### src/rtl/tri_digit_scan_pkg.sv
// Shared constants for the three-digit scanned BCD display: scan codes,
// seven-segment font (active-high, abcdefg) and the BCD digit increment helper.
package tri_digit_scan_pkg;

  localparam logic [1:0] SCAN_U = 2'b00;
  localparam logic [1:0] SCAN_T = 2'b10;
  localparam logic [1:0] SCAN_H = 2'b01;

  localparam logic [6:0] SEG_BLANK = 7'b0000000;
  localparam logic [6:0] FONT_0    = 7'b1111110;
  localparam logic [6:0] FONT_1    = 7'b0110000;
  localparam logic [6:0] FONT_2    = 7'b1101101;
  localparam logic [6:0] FONT_3    = 7'b1111001;
  localparam logic [6:0] FONT_4    = 7'b0110011;
  localparam logic [6:0] FONT_5    = 7'b1011011;
  localparam logic [6:0] FONT_6    = 7'b1011111;
  localparam logic [6:0] FONT_7    = 7'b1110000;
  localparam logic [6:0] FONT_8    = 7'b1111111;
  localparam logic [6:0] FONT_9    = 7'b1111011;

  localparam logic [3:0] BCD_MAX = 4'd9;

  // Returns {carry_out, next_digit}; a digit at 9 (or corrupt >9) wraps to 0 with carry.
  function automatic logic [4:0] bcd_inc(input logic [3:0] d, input logic cin);
    logic [4:0] r;
    r = {1'b0, d};
    if (cin) begin
      if (d >= BCD_MAX) r = {1'b1, 4'd0};
      else              r = {1'b0, d + 4'd1};
    end
    return r;
  endfunction

endpackage

### src/rtl/tri_digit_scan_bcd_to_seg7.sv
// Combinational BCD to seven-segment decoder with a blank override.
// Codes 10-15 decode to all segments off.
module bcd_to_seg7
  import tri_digit_scan_pkg::*;
(
  input  logic [3:0] bcd_i,
  input  logic       blank_i,
  output logic [6:0] seg_o
);

  always_comb begin
    seg_o = SEG_BLANK;
    if (!blank_i) begin
      case (bcd_i)
        4'd0:    seg_o = FONT_0;
        4'd1:    seg_o = FONT_1;
        4'd2:    seg_o = FONT_2;
        4'd3:    seg_o = FONT_3;
        4'd4:    seg_o = FONT_4;
        4'd5:    seg_o = FONT_5;
        4'd6:    seg_o = FONT_6;
        4'd7:    seg_o = FONT_7;
        4'd8:    seg_o = FONT_8;
        4'd9:    seg_o = FONT_9;
        default: seg_o = SEG_BLANK;
      endcase
    end
  end

endmodule

### src/rtl/tri_digit_scan.sv
// Three-digit BCD event counter (000-999) with a registered, scan-code driven
// multiplexed seven-segment output and optional leading-zero blanking.
module tri_digit_scan
  import tri_digit_scan_pkg::*;
#(
  parameter logic LZB = 1'b1
) (
  input  logic        clk,
  input  logic        rst,
  input  logic [1:0]  scan,
  input  logic        tick,
  input  logic        hold,
  input  logic        clr,
  output logic [6:0]  seg,
  output logic [2:0]  an,
  output logic [11:0] value,
  output logic        ovf,
  output logic        err
);

  logic [3:0] units_q, units_d;
  logic [3:0] tens_q,  tens_d;
  logic [3:0] hund_q,  hund_d;
  logic       ovf_q,   ovf_d;
  logic [6:0] seg_q,   seg_d;
  logic [2:0] an_q,    an_d;
  logic       err_q,   err_d;

  logic [4:0] units_inc, tens_inc, hund_inc;
  logic [3:0] digit_sel;
  logic       blank_sel;

  // Ripple carry through the three digits; hundreds carry-out marks the 999 wrap.
  assign units_inc = bcd_inc(units_q, 1'b1);
  assign tens_inc  = bcd_inc(tens_q,  units_inc[4]);
  assign hund_inc  = bcd_inc(hund_q,  tens_inc[4]);

  always_comb begin
    units_d = units_q;
    tens_d  = tens_q;
    hund_d  = hund_q;
    ovf_d   = 1'b0;
    if (clr) begin
      units_d = 4'd0;
      tens_d  = 4'd0;
      hund_d  = 4'd0;
    end else if (!hold && tick) begin
      units_d = units_inc[3:0];
      tens_d  = tens_inc[3:0];
      hund_d  = hund_inc[3:0];
      ovf_d   = hund_inc[4];
    end
  end

  // Display reads the count as it stood before this edge.
  always_comb begin
    digit_sel = units_q;
    blank_sel = 1'b0;
    an_d      = 3'b000;
    err_d     = 1'b0;
    case (scan)
      SCAN_U: begin
        digit_sel = units_q;
        an_d      = 3'b001;
      end
      SCAN_T: begin
        digit_sel = tens_q;
        blank_sel = LZB && (hund_q == 4'd0) && (tens_q == 4'd0);
        an_d      = 3'b010;
      end
      SCAN_H: begin
        digit_sel = hund_q;
        blank_sel = LZB && (hund_q == 4'd0);
        an_d      = 3'b100;
      end
      default: begin
        blank_sel = 1'b1;
        err_d     = 1'b1;
      end
    endcase
  end

  bcd_to_seg7 u_font (
    .bcd_i   (digit_sel),
    .blank_i (blank_sel),
    .seg_o   (seg_d)
  );

  always_ff @(posedge clk or negedge rst) begin
    if (!rst) begin
      units_q <= 4'd0;
      tens_q  <= 4'd0;
      hund_q  <= 4'd0;
      ovf_q   <= 1'b0;
      seg_q   <= SEG_BLANK;
      an_q    <= 3'b000;
      err_q   <= 1'b0;
    end else begin
      units_q <= units_d;
      tens_q  <= tens_d;
      hund_q  <= hund_d;
      ovf_q   <= ovf_d;
      seg_q   <= seg_d;
      an_q    <= an_d;
      err_q   <= err_d;
    end
  end

  assign value = {hund_q, tens_q, units_q};
  assign ovf   = ovf_q;
  assign seg   = seg_q;
  assign an    = an_q;
  assign err   = err_q;

endmodule

### config.mk
export PLATFORM = sky130hd
export DESIGN_NAME = tri_digit_scan
export DESIGN_NICKNAME = d
export VERILOG_FILES = /design/src/rtl/tri_digit_scan_pkg.sv /design/src/rtl/tri_digit_scan_bcd_to_seg7.sv /design/src/rtl/tri_digit_scan.sv
export SDC_FILE = /design/constraint.sdc
export NUM_CORES = 1
export LEC_CHECK = 0
export ABC_AREA = 1
export BUFFER_PORTS_ARGS = -buffer_cell sky130_fd_sc_hd__buf_2
export CORE_MARGIN = 5
export CORE_UTILIZATION = 58
export DETAILED_ROUTE_END_ITERATION = 6
export HOLD_SLACK_MARGIN = 0.06
export PLACE_DENSITY = 0.84
export SLEW_MARGIN = 20
export SYNTH_ARGS = -nofsm -noshare
export SYNTH_HDL_FRONTEND = slang
export SYNTH_SLANG_ARGS = --single-unit
### constraint.sdc
create_clock -name clk -period 2.6 [get_ports clk]
set_input_delay 0.52 -clock clk [delete_from_list [all_inputs] [get_ports clk]]
set_output_delay 0.52 -clock clk [all_outputs]
set_load 0.05 [all_outputs]
==> summary.txt, run 1 <==
Run status
  – Outcome: complete, no violations

Yosys
  – Post-synthesis compound-gate area fraction: between 6 and 7%
  – Synth top area cells: dfrtp_1 (41%), ha_1 (16%), nand2_1 (14%), inv_1 (6.9%), nor2_1 (4.9%)
  – Adder-cell area share of the yosys netlist: 16.30%
  – Mapped cell area: 1459 um^2
  – Syn Area/Cell: 7.929 um^2
  – Syn nets: between 200 and 250
  – Xor/xnor cell area share of the yosys netlist: 3.002%
  – Synth top area share: around two fifths
  – Syn Inst Count: 184
  – Sequential element share of the synthesized area: between 40% and 50%
  – Synth Warn #: 0
  – Simple-Gate Fraction of Synth Area: roughly a quarter
  – Synth cell types: 19
  – Largest family of logic cells by synthesized area: simple AND/OR/NAND/NOR gates
  – Synth area leader: dfrtp_1
  – Register bit total from synthesis: 24
  – Multiplexer share of the synthesized area: 0%

Setup path
  – Top delay family on crit path: adder cells
  – WP data arrival: 2.05 ns
  – Critical Path Start Type: primary input
  – Critical path's largest stage delay: 0.40 ns
  – Crit path cell chain: buf_2, inv_1, ha_1, inv_2, nand2_1, nand2_1, inv_1, ha_1, nand2_1, nand3_1, nand2_1, inv_1
  – Critical setup path kind: primary input to register
  – Critical Path Most Common Cell: nand2_1
  – WP data required: ~2.8 ns
  – Crit-path max FO: 6
  – CP max-delay cell: ha_1
  – Reg2reg start: tens_q[0]$_DFFE_PN0P_
  – Flop2flop setup slack: 0.86 ns
  – Critical path buffers and inverters: 5
  – Critical Path End Type: register
  – Worst reg2reg path depth: 8
  – Reg2reg end: hund_q[1]$_DFFE_PN0P_

STA
  – FMAX: 0.5535 GHz
  – Setup TNS: 0 ns
  – Hold Fails Final Rpt: 0
  – RSZ-0062 raised after global routing: false
  – Clock Skew: 0.004234 ns
  – Max-slew violation count: 0
  – Worst Max-Slew Pin Slew: 0.6428 ns
  – Max_slew headroom: between 50% and 60%
  – Period utilization: 69.49%
  – Final Setup Violations: 0
  – Tmin final: 1.807 ns

Drt
  – DRC Markers: 0
  – Vias: approximately 1,300
  – DR WL/cell: 13.12 um
  – DR vias/cell: approximately 5.4
  – Iter 0 DRT Violations: 32
  – DRT Wirelength: roughly 3300 um
  – Final ANT Viol Nets: 0
  – Drt pass-1 iters: 4

Flow run
  – Max Cap Violations: 0

Final layout
  – Final instance area: 1683 um^2
  – Register Area: 600.6 um^2
  – NumNets Final: 245
  – Layout cells sized above 1: 17.43%
  – Syn-to-layout area delta: 15.35%
  – Fillers: 188
  – Multi-input gate area: about 750 um^2
  – Leading cell types in the layout, fill and taps excluded: nand2_1 (54), buf_2 (30), inv_1 (27)
  – ANT cells: 0
  – Commonest non-fill, non-tap cell in the layout: nand2_1

Global route
  – GRT Total Usage: 20.24%
  – Largest net degree at the start of global routing: 25
  – Initial antenna violation count: 0
  – Gr ovfl total: 0
  – Number of global-route vias before repair: 1,267
  – First-pass GRT wire length: 5533 um

Die
  – Die X-Extent: around 60 um
  – Chip height: around 60 um
  – # IOs: 31
  – Initial Util: about three fifths
  – Die ar.: between 3000 and 4000 um^2
  – Site Rows: 18
  – Core area: between 2000 and 2500 um^2

Placed design
  – # port buffers: 30
  – Placed Area: approximately 1600 um^2
  – Final HPWL DP: approximately 2500 um
  – Final RePlAce weighted congestion: 1.012

Clock tree
  – CTS buffer count: 3
  – CTS root buf: clkbuf_4
  – # Post-CTS Setup Buffers: 0
  – CTS Buffer Depth: 2
  – CTS sink cnt: 24
  – Worst-path clk slew: 0.14 ns
  – Worst-Skew Late Latency: around 0.33 ns
  – Cts hold-fix bufs: 0
  – Htree depth: 1
  – CTS tree: built
  – Post_cts resized: 0

Power
  – Leakage: 0.9815 nW
  – Peak VDD IR: between 400 and 500 uV
  – Power per cell area: 569.7 nW/um^2

Hold path
  – Worst Hold Class: primary input to async pin
==> worst register-to-register path: cells and delay by family, from the launching register on <==
family / cells / cell delay, ns
simple gates: 5 / 0.64
flops: 1 / 0.52
fa+ha+maj: 1 / 0.21
compound gates: 1 / 0.18
buf+inv: 1 / 0.11
==> logic make-up after synthesis <==
logic type,Yosys count
AO/OA/AOI/OAI,15
adder cells (fa/ha/maj),19
AND/OR/NAND/NOR,92
flip-flops,24
buffers and inverters,29
XOR/XNOR,5
==> layer usage <==
| layer | routed length (um) | GRT usage, % |
|---|---|---|
| met1 | 1342 | 25.88 |
| met5 | 0 | 0 |
| met4 | 38 | 7.278 |
| met2 | 1686 | 34.10 |
| met3 | 185 | 3.456 |
==> per-stage QoR <==
stage                     total power [mW]  util (%)  setup WS [ns]  std cells  hold slack (ns)
final                               0.9588     69.19         0.7932        248           0.1496
after floorplan                     0.6720         -         0.7439        184           0.2244
after detailed placement            0.7565     67.70         0.4472        244           0.5406
after global routing                 1.009     69.19         0.6742        248           0.1884
after CTS                           0.9562     69.19         0.7998        248           0.1764
after global placement              0.7423     67.70         0.5685        244           0.5228
==> worst max path at each step <==
stage | from | end | slack, ns | cells after the start
2_1_floorplan | scan[0] | seg[3]$_DFF_PN0_ | 0.74 | 11
3_3_place_gp | scan[0] | seg[3]$_DFF_PN0_ | 0.57 | 12
3_5_place_dp | scan[0] | seg[3]$_DFF_PN0_ | 0.45 | 12
4_1_cts | scan[0] | seg[3]$_DFF_PN0_ | 0.80 | 12
5_1_grt | units_q[1]$_DFFE_PN0P_ | hund_q[1]$_DFFE_PN0P_ | 0.67 | 9
6_report | scan[0] | seg[3]$_DFF_PN0_ | 0.79 | 12
==> synthesized netlist by cell type (all sizes together) <==
master,n
a21boi,2
a21oi,7
dfrtp,24
ha,19
inv,29
nand2,55
nand3,12
nand3b,1
nand4,4
nor2,19
nor3b,1
o21ai,3
o22ai,3
xnor2,2
xor2,3
==> sequential cells by signal, summed over array words and instances (netlist names) <==
name	flops
seg	7
hund_q	4
tens_q	4
units_q	4
an	3
err	1
ovf	1
==> cell type report <==
| cell class | count | area share (%) |
|---|---|---|
| Clock buffer | 4 | 2.156 |
| Inverter | 29 | 6.468 |
| Multi-Input combinational cell | 131 | 44.54 |
| Sequential cell | 24 | 35.69 |
| Tap cell | 30 | 2.230 |
| Timing Repair Buffer | 30 | 8.922 |
==> power breakdown <==
part	switching, mW	internal, mW
Sequential	0.0234	0.404
Clock	0.123	0.0858
Combinational	0.240	0.0822
No activity file was read; power rests on OpenSTA's default activity.
==> inputs of run 2 (changes only) <==
CORE_UTILIZATION = 48   (was 58)
PLACE_DENSITY = 0.74   (was 0.84)
clock period = 1.5 ns   (was 2.6 ns; I/O delays follow)
==> run 2 against run 1 <==
Cell count up 9.3%. Clock power grew 65%. Die area rose by 17%. Flip-flop and latch count did not move. Final area increased by 14%. Utilization decreased by 4.6 points. Sequential power increased by 74%. Register-to-register slack got worse by 0.74 ns. Global-route usage down 4.7 points. Combinational power up 91%. Critical endpoint is now value[10]. Largest power group unchanged.
==> summary.txt, run 2 (synthesis gave the netlist of run 1 again) <==
STA
  – Period utilization: a little over nine tenths
  – Max-slew violation count: 0
  – Worst Max-Slew Pin Slew: 0.5375 ns
  – Hold Fails Final Rpt: 0
  – Final Setup Violations: 0
  – FMAX: 0.6931 GHz
  – Tmin final: ~1.4 ns
  – Fin worst setup slack: 0.05719 ns
  – Max_slew headroom: 64.16%
  – Clock Skew: 0.004388 ns
  – RSZ-0062 raised after global routing: true

Setup path
  – WP data required: 1.20 ns
  – WP data arrival: 1.14 ns
  – Worst reg2reg path depth: 8
  – Crit path cell chain: buf_4, clkbuf_4
  – Reg2reg start: tens_q[0]$_DFFE_PN0P_
  – Critical path's largest stage delay: 0.46 ns
  – Flop2flop setup slack: 0.12 ns
  – Critical Path End Type: primary output
  – Crit-path max FO: 4
  – Critical setup path kind: register to primary output
  – Critical Path Start Type: register
  – Top delay family on crit path: flip-flops
  – Critical path buffers and inverters: 2
  – CP max-delay cell: dfrtp_2
  – Reg2reg end: hund_q[2]$_DFFE_PN0P_

Clock tree
  – Htree depth: 1
  – CTS buffer count: 3
  – CTS Buffer Depth: 2
  – Worst-Skew Late Latency: 0.32 ns
  – Worst-path clk slew: about 0.13 ns
  – CTS tree: built
  – CTS sink cnt: 24
  – CTS root buf: clkbuf_4

Placed design
  – Post-Place Setup Slack: -0.2034 ns
  – Final RePlAce weighted congestion: ~0.92
  – Final HPWL DP: 2403 um
  – # port buffers: 30

Die
  – # IOs: 31
  – Initial Util: 48.99%
  – Die X-Extent: 65.13 um
  – Chip height: between 60 and 70 um
  – Site Rows: 20
  – Die ar.: 4242 um^2
  – Core area: ~3000 um^2

Power
  – Sw Share: about 39%
  – Combinational group share of total power: 36.1%
  – Share of power burned in the clock network: 20.2%
  – Overall power: 1.706 mW
  – Leakage: between 1 and 1.5 nW
  – Seq pwr share: 43.7%
  – Int Pwr: 1.040 mW
  – P_sw: 0.6665 mW
  – Power per cell area: 887.3 nW/um^2
  – Peak VDD IR: between 700 and 800 uV

Run status
  – Outcome: complete, no violations

Hold path
  – Hold Startpoint: clr
  – Worst Hold Class: primary input to register
  – Worst Hold End: ovf$_DFF_PN0_
  – Hold path depth: 2

Drt
  – Final ANT Viol Nets: 0
  – Drt pass-1 iters: 4
  – DR WL/cell: 11.38 um
  – DRT Wirelength: 3085 um
  – DRC Markers: 0
  – Vias: 1,325
  – Iter 0 DRT Violations: 90
  – DR vias/cell: between 4 and 5

Final layout
  – Multi-input gate area: 812.0 um^2
  – Commonest non-fill, non-tap cell in the layout: nand2_1
  – Leading cell types in the layout, fill and taps excluded: nand2_1 (51), buf_2 (29), inv_1 (21)
  – NumNets Final: between 200 and 300
  – Register Area: 609.3 um^2
  – Layout cells sized above 1: about a third
  – Syn-to-layout area delta: 31.82%
  – ANT cells: 0
  – Fillers: around 250
  – Max reg flops: 7

Global route
  – Largest net degree at the start of global routing: 25
  – Gr ovfl total: 0
  – First-pass GRT wire length: 5140 um
  – Initial antenna violation count: 0
  – Number of global-route vias before repair: 1,187
  – GRT Total Usage: roughly 16%

Flow run
  – Max Cap Violations: 0
==> run 2: cell types whose count changed in the layout (fill, tap and decap cells not counted), moves of 3 or more <==
cell / delta
buf_4: +19
dfrtp_1: -7
dfrtp_2: +7
inv_1: -6
ha_1: -3
inv_2: +3
nand2_1: -3
nand2_2: +3
==> run 2: metal layers <==
layer | up-vias | share of wire (%) | GRT usage [%]
li1 | 685 | - | -
met1 | 605 | 47 | 20.04
met2 | 26 | 47 | 25.29
met3 | 9 | 3.4 | 2.393
met4 | 0 | 3.0 | 7.772
met5 | - | 0 | 0
==> run 2: worst max path at each step <==
stage	from	end	slack, ns	depth (start not counted)
4_1_cts	hund_q[2]$_DFFE_PN0P_	value[10]	0.02	2
3_3_place_gp	scan[1]	seg[3]$_DFF_PN0_	-0.17	12
6_report	hund_q[2]$_DFFE_PN0P_	value[10]	0.06	2
3_5_place_dp	scan[1]	seg[3]$_DFF_PN0_	-0.20	12
5_1_grt	hund_q[0]$_DFFE_PN0P_	seg[1]$_DFF_PN0_	-0.02	6
2_1_floorplan	units_q[1]$_DFFE_PN0P_	tens_q[0]$_DFFE_PN0P_	-0.005	9
==> run 2: cell type report <==
| type | instances | area share [%] |
|---|---|---|
| flip-flops and latches | 24 | 31.69 |
| repair buffers | 50 | 15.88 |
| well taps | 33 | 2.147 |
| inverters | 29 | 6.181 |
| clock buffers | 4 | 1.887 |
| multi-input cells | 131 | 42.23 |
==> run 2: timing repair <==
| action | CTS | global route |
|---|---|---|
| endpoints found under the setup margin | 0 | 11 |
| resized for setup | 0 | 6 |
| hold buffers | 1 | 0 |
| setup buffers | 0 | 3 |
| hold endpoints to repair | 24 | 0 |
==> run 2: power by group through the flow <==
stage | registers, mW | logic (mW) | clock network, mW
floorplan | 0.958 | 0.239 | 0
global placement | 0.759 | 0.605 | 0
detailed placement | 0.760 | 0.612 | 0
CTS | 0.747 | 0.616 | 0.354
global route | 0.754 | 0.678 | 0.385
finish | 0.746 | 0.616 | 0.344
==> run 2: per-stage QoR <==
step	TNS [ns]	instances	utilization, %	hold WS [ns]	area (um^2)
floorplan	-0.005676	184	-	0.004409	1524
global placement	-0.8902	263	61.64	0.3158	1836
detailed placement	-1.119	263	61.64	0.3190	1836
CTS	0	268	63.19	0.1829	1882
global route	-0.02600	271	64.58	0.1968	1923
finish	0	271	64.58	0.2037	1923
==> inputs of run 3 (changes only) <==
--- a/config.mk
+++ b/config.mk
@@ -9,4 +9,5 @@
 export BUFFER_PORTS_ARGS = -buffer_cell sky130_fd_sc_hd__buf_2
-export CORE_MARGIN = 5
+export CORE_MARGIN = 2
 export CORE_UTILIZATION = 48
+export CTS_CLUSTER_SIZE = 16
 export DETAILED_ROUTE_END_ITERATION = 6
==> constraint.sdc (replaced) <==
create_clock -name clk -period 1.5 [get_ports clk]
set_input_delay 0.15 -clock clk [delete_from_list [all_inputs] [get_ports clk]]
set_output_delay 0.15 -clock clk [all_outputs]
set_load 0.05 [all_outputs]
==> run 3 against run 2 <==
Register-to-register slack got worse by 0.05 ns. First-iteration DRC count fell by 80%. Worst setup slack gained 0.016 ns. Flip-flop and latch count unchanged. Non-clock buffer count down 1. Sequential share of layout area decreased by 0.49 points. Wire length is 0.97% higher. Maximum frequency grew 1.1%. Power increased by 10%. Clock power increased by 37%. Largest power group unchanged. Highest routed layer unchanged.
==> summary.txt, run 3 (synthesis gave the netlist of run 1 again) <==
Run status
  – Outcome: complete, no violations

Global route
  – Gr ovfl total: 0
  – First-pass GRT wire length: 5030 um
  – Largest net degree at the start of global routing: 25
  – Initial antenna violation count: 0
  – GRT Total Usage: 18.89%
  – Number of global-route vias before repair: 1,209

Power
  – Power per cell area: 965.8 nW/um^2
  – Overall power: 1.883 mW
  – Sw Share: 36.73%
  – Int Pwr: 1.191 mW
  – Peak VDD IR: approximately 770 uV
  – P_sw: 0.6915 mW
  – Share of power burned in the clock network: about 25%
  – Leakage: about 1.1 nW
  – Seq pwr share: between 30% and 40%
  – Combinational group share of total power: 35.3%

Die
  – Die ar.: 3496 um^2
  – # IOs: 31
  – Chip height: 59.13 um
  – Site Rows: 20
  – Initial Util: between 40% and 50%
  – Core area: 2978 um^2
  – Die X-Extent: 59.13 um

Final layout
  – NumNets Final: 264
  – Layout Cells excl Fill: 270
  – ANT cells: 0
  – Layout cells sized above 1: 33.76%
  – Max reg flops: 7
  – Final instance area: ~1900 um^2
  – Syn-to-layout area delta: 33.62%
  – Leading cell types in the layout, fill and taps excluded: nand2_1 (51), buf_2 (30), inv_1 (22)
  – Post-layout util: around two thirds
  – Commonest non-fill, non-tap cell in the layout: nand2_1

Placed design
  – Placed Instances: 259
  – Final RePlAce weighted congestion: 0.8840
  – Placed Area: ~1800 um^2
  – # port buffers: 30
  – Final HPWL DP: 2279 um

Drt
  – DRT Wirelength: 3115 um
  – DRC Markers: 0
  – DR WL/cell: 11.54 um
  – Drt pass-1 iters: 4
  – Vias: 1,313
  – DR vias/cell: 4.863
  – Iter 0 DRT Violations: 18
  – Final ANT Viol Nets: 0

STA
  – Period utilization: 95.12%
  – Final Setup Violations: 0
  – Max_slew headroom: 64.11%
  – Max-slew violation count: 0
  – RSZ-0062 raised after global routing: true
  – Tmin final: approximately 1.4 ns
  – FMAX: about 0.7 GHz
  – Hold WS: 0.1886 ns
  – Worst Max-Slew Pin Slew: 0.5384 ns
  – Clock Skew: 0.001017 ns
  – Hold Fails Final Rpt: 0

Clock tree
  – CTS tree: built
  – CTS Buffer Depth: 2
  – CTS sink cnt: 24
  – Htree depth: 1
  – Worst-path clk slew: 0.13 ns
  – CTS buffer count: 3
  – Worst-Skew Late Latency: ~0.32 ns
  – CTS root buf: clkbuf_4

Setup path
  – WP data arrival: 1.64 ns
  – Critical Path Start Type: register
  – Crit-path max FO: 5
  – Critical Path End Type: register
  – WP data required: ~1.7 ns
  – Critical setup path kind: register to register

Hold path
  – Worst Hold Class: primary input to register

Flow run
  – Max Cap Violations: 0
run 3: cell count changes in the layout (fill, tap and decap cells not counted), sizes merged:
cell,before,now
buf,48,47
bufinv,0,1
clkbuf,5,3
clkinvlp,2,0
dlygate4sd3,1,2
inv,27,29
run 3: critical path: stages (launching register included):
cell and delay (ns):
dfrtp_2 0.45, inv_2 0.06, ha_1 0.19, nand2_1 0.07, nand2_2 0.10, a21oi_4 0.22, inv_1 0.10, nand2_1 0.06
o21ai_1 0.06
run 3: path summary, 6_finish.rpt:
check	startpoint	to	slack, ns	depth (start not counted)
min in group asynchronous	rst	seg[0]$_DFF_PN0_	0.32	2
worst min register to register	hund_q[1]$_DFFE_PN0P_	hund_q[1]$_DFFE_PN0P_	0.59	2
worst min-delay path	scan[1]	an[0]$_DFF_PN0_	0.19	3
max in group asynchronous	rst	tens_q[0]$_DFFE_PN0P_	0.79	2
worst max register to register	units_q[0]$_DFFE_PN0P_	tens_q[0]$_DFFE_PN0P_	0.07	8
worst max-delay path	units_q[0]$_DFFE_PN0P_	tens_q[0]$_DFFE_PN0P_	0.07	8
run 3: stage by stage:
step	setup TNS, ns	worst slack, ns
3_5_place_dp	-0.7258	-0.1686
4_1_cts	0	0.02213
2_1_floorplan	-0.004771	-0.004771
3_3_place_gp	-0.4019	-0.09611
6_report	0	0.07321
5_1_grt	-0.1030	-0.07069
run 3: per-layer routing:
metal | track usage [%] | vias up | part of all wire [%]
li1 | - | 681 | -
met1 | 22.02 | 602 | 43
met2 | 34.92 | 25 | 53
met3 | 2.620 | 5 | 2.9
met4 | 6.818 | 0 | 1.2
met5 | 0 | - | 0
run 3: power groups by stage:
stage	logic [mW]	registers, mW	clock network (mW)
2_1_floorplan	0.230	0.958	0
3_3_place_gp	0.586	0.759	0
3_5_place_dp	0.596	0.760	0
4_1_cts	0.604	0.747	0.484
5_1_grt	0.731	0.751	0.514
6_report	0.665	0.744	0.473
run 3: timing repair:
action | 4_1_cts | 5_1_grt
hold endpoints to repair | 25 | 0
setup endpoints to repair | 0 | 13
buffers inserted | 0 | 5
resized for setup | 0 | 15
hold buffers | 2 | 0
run 3: final cells by class:
cell class | instances | area [um^2]
Sequential cell | 24 | 608.1
Inverter | 29 | 108.9
Multi-Input combinational cell | 131 | 840.8
Clock inverter | 1 | 30.03
Clock buffer | 3 | 22.52
Tap cell | 33 | 41.29
Fill cell | 242 | 1028
Timing Repair Buffer | 49 | 297.8
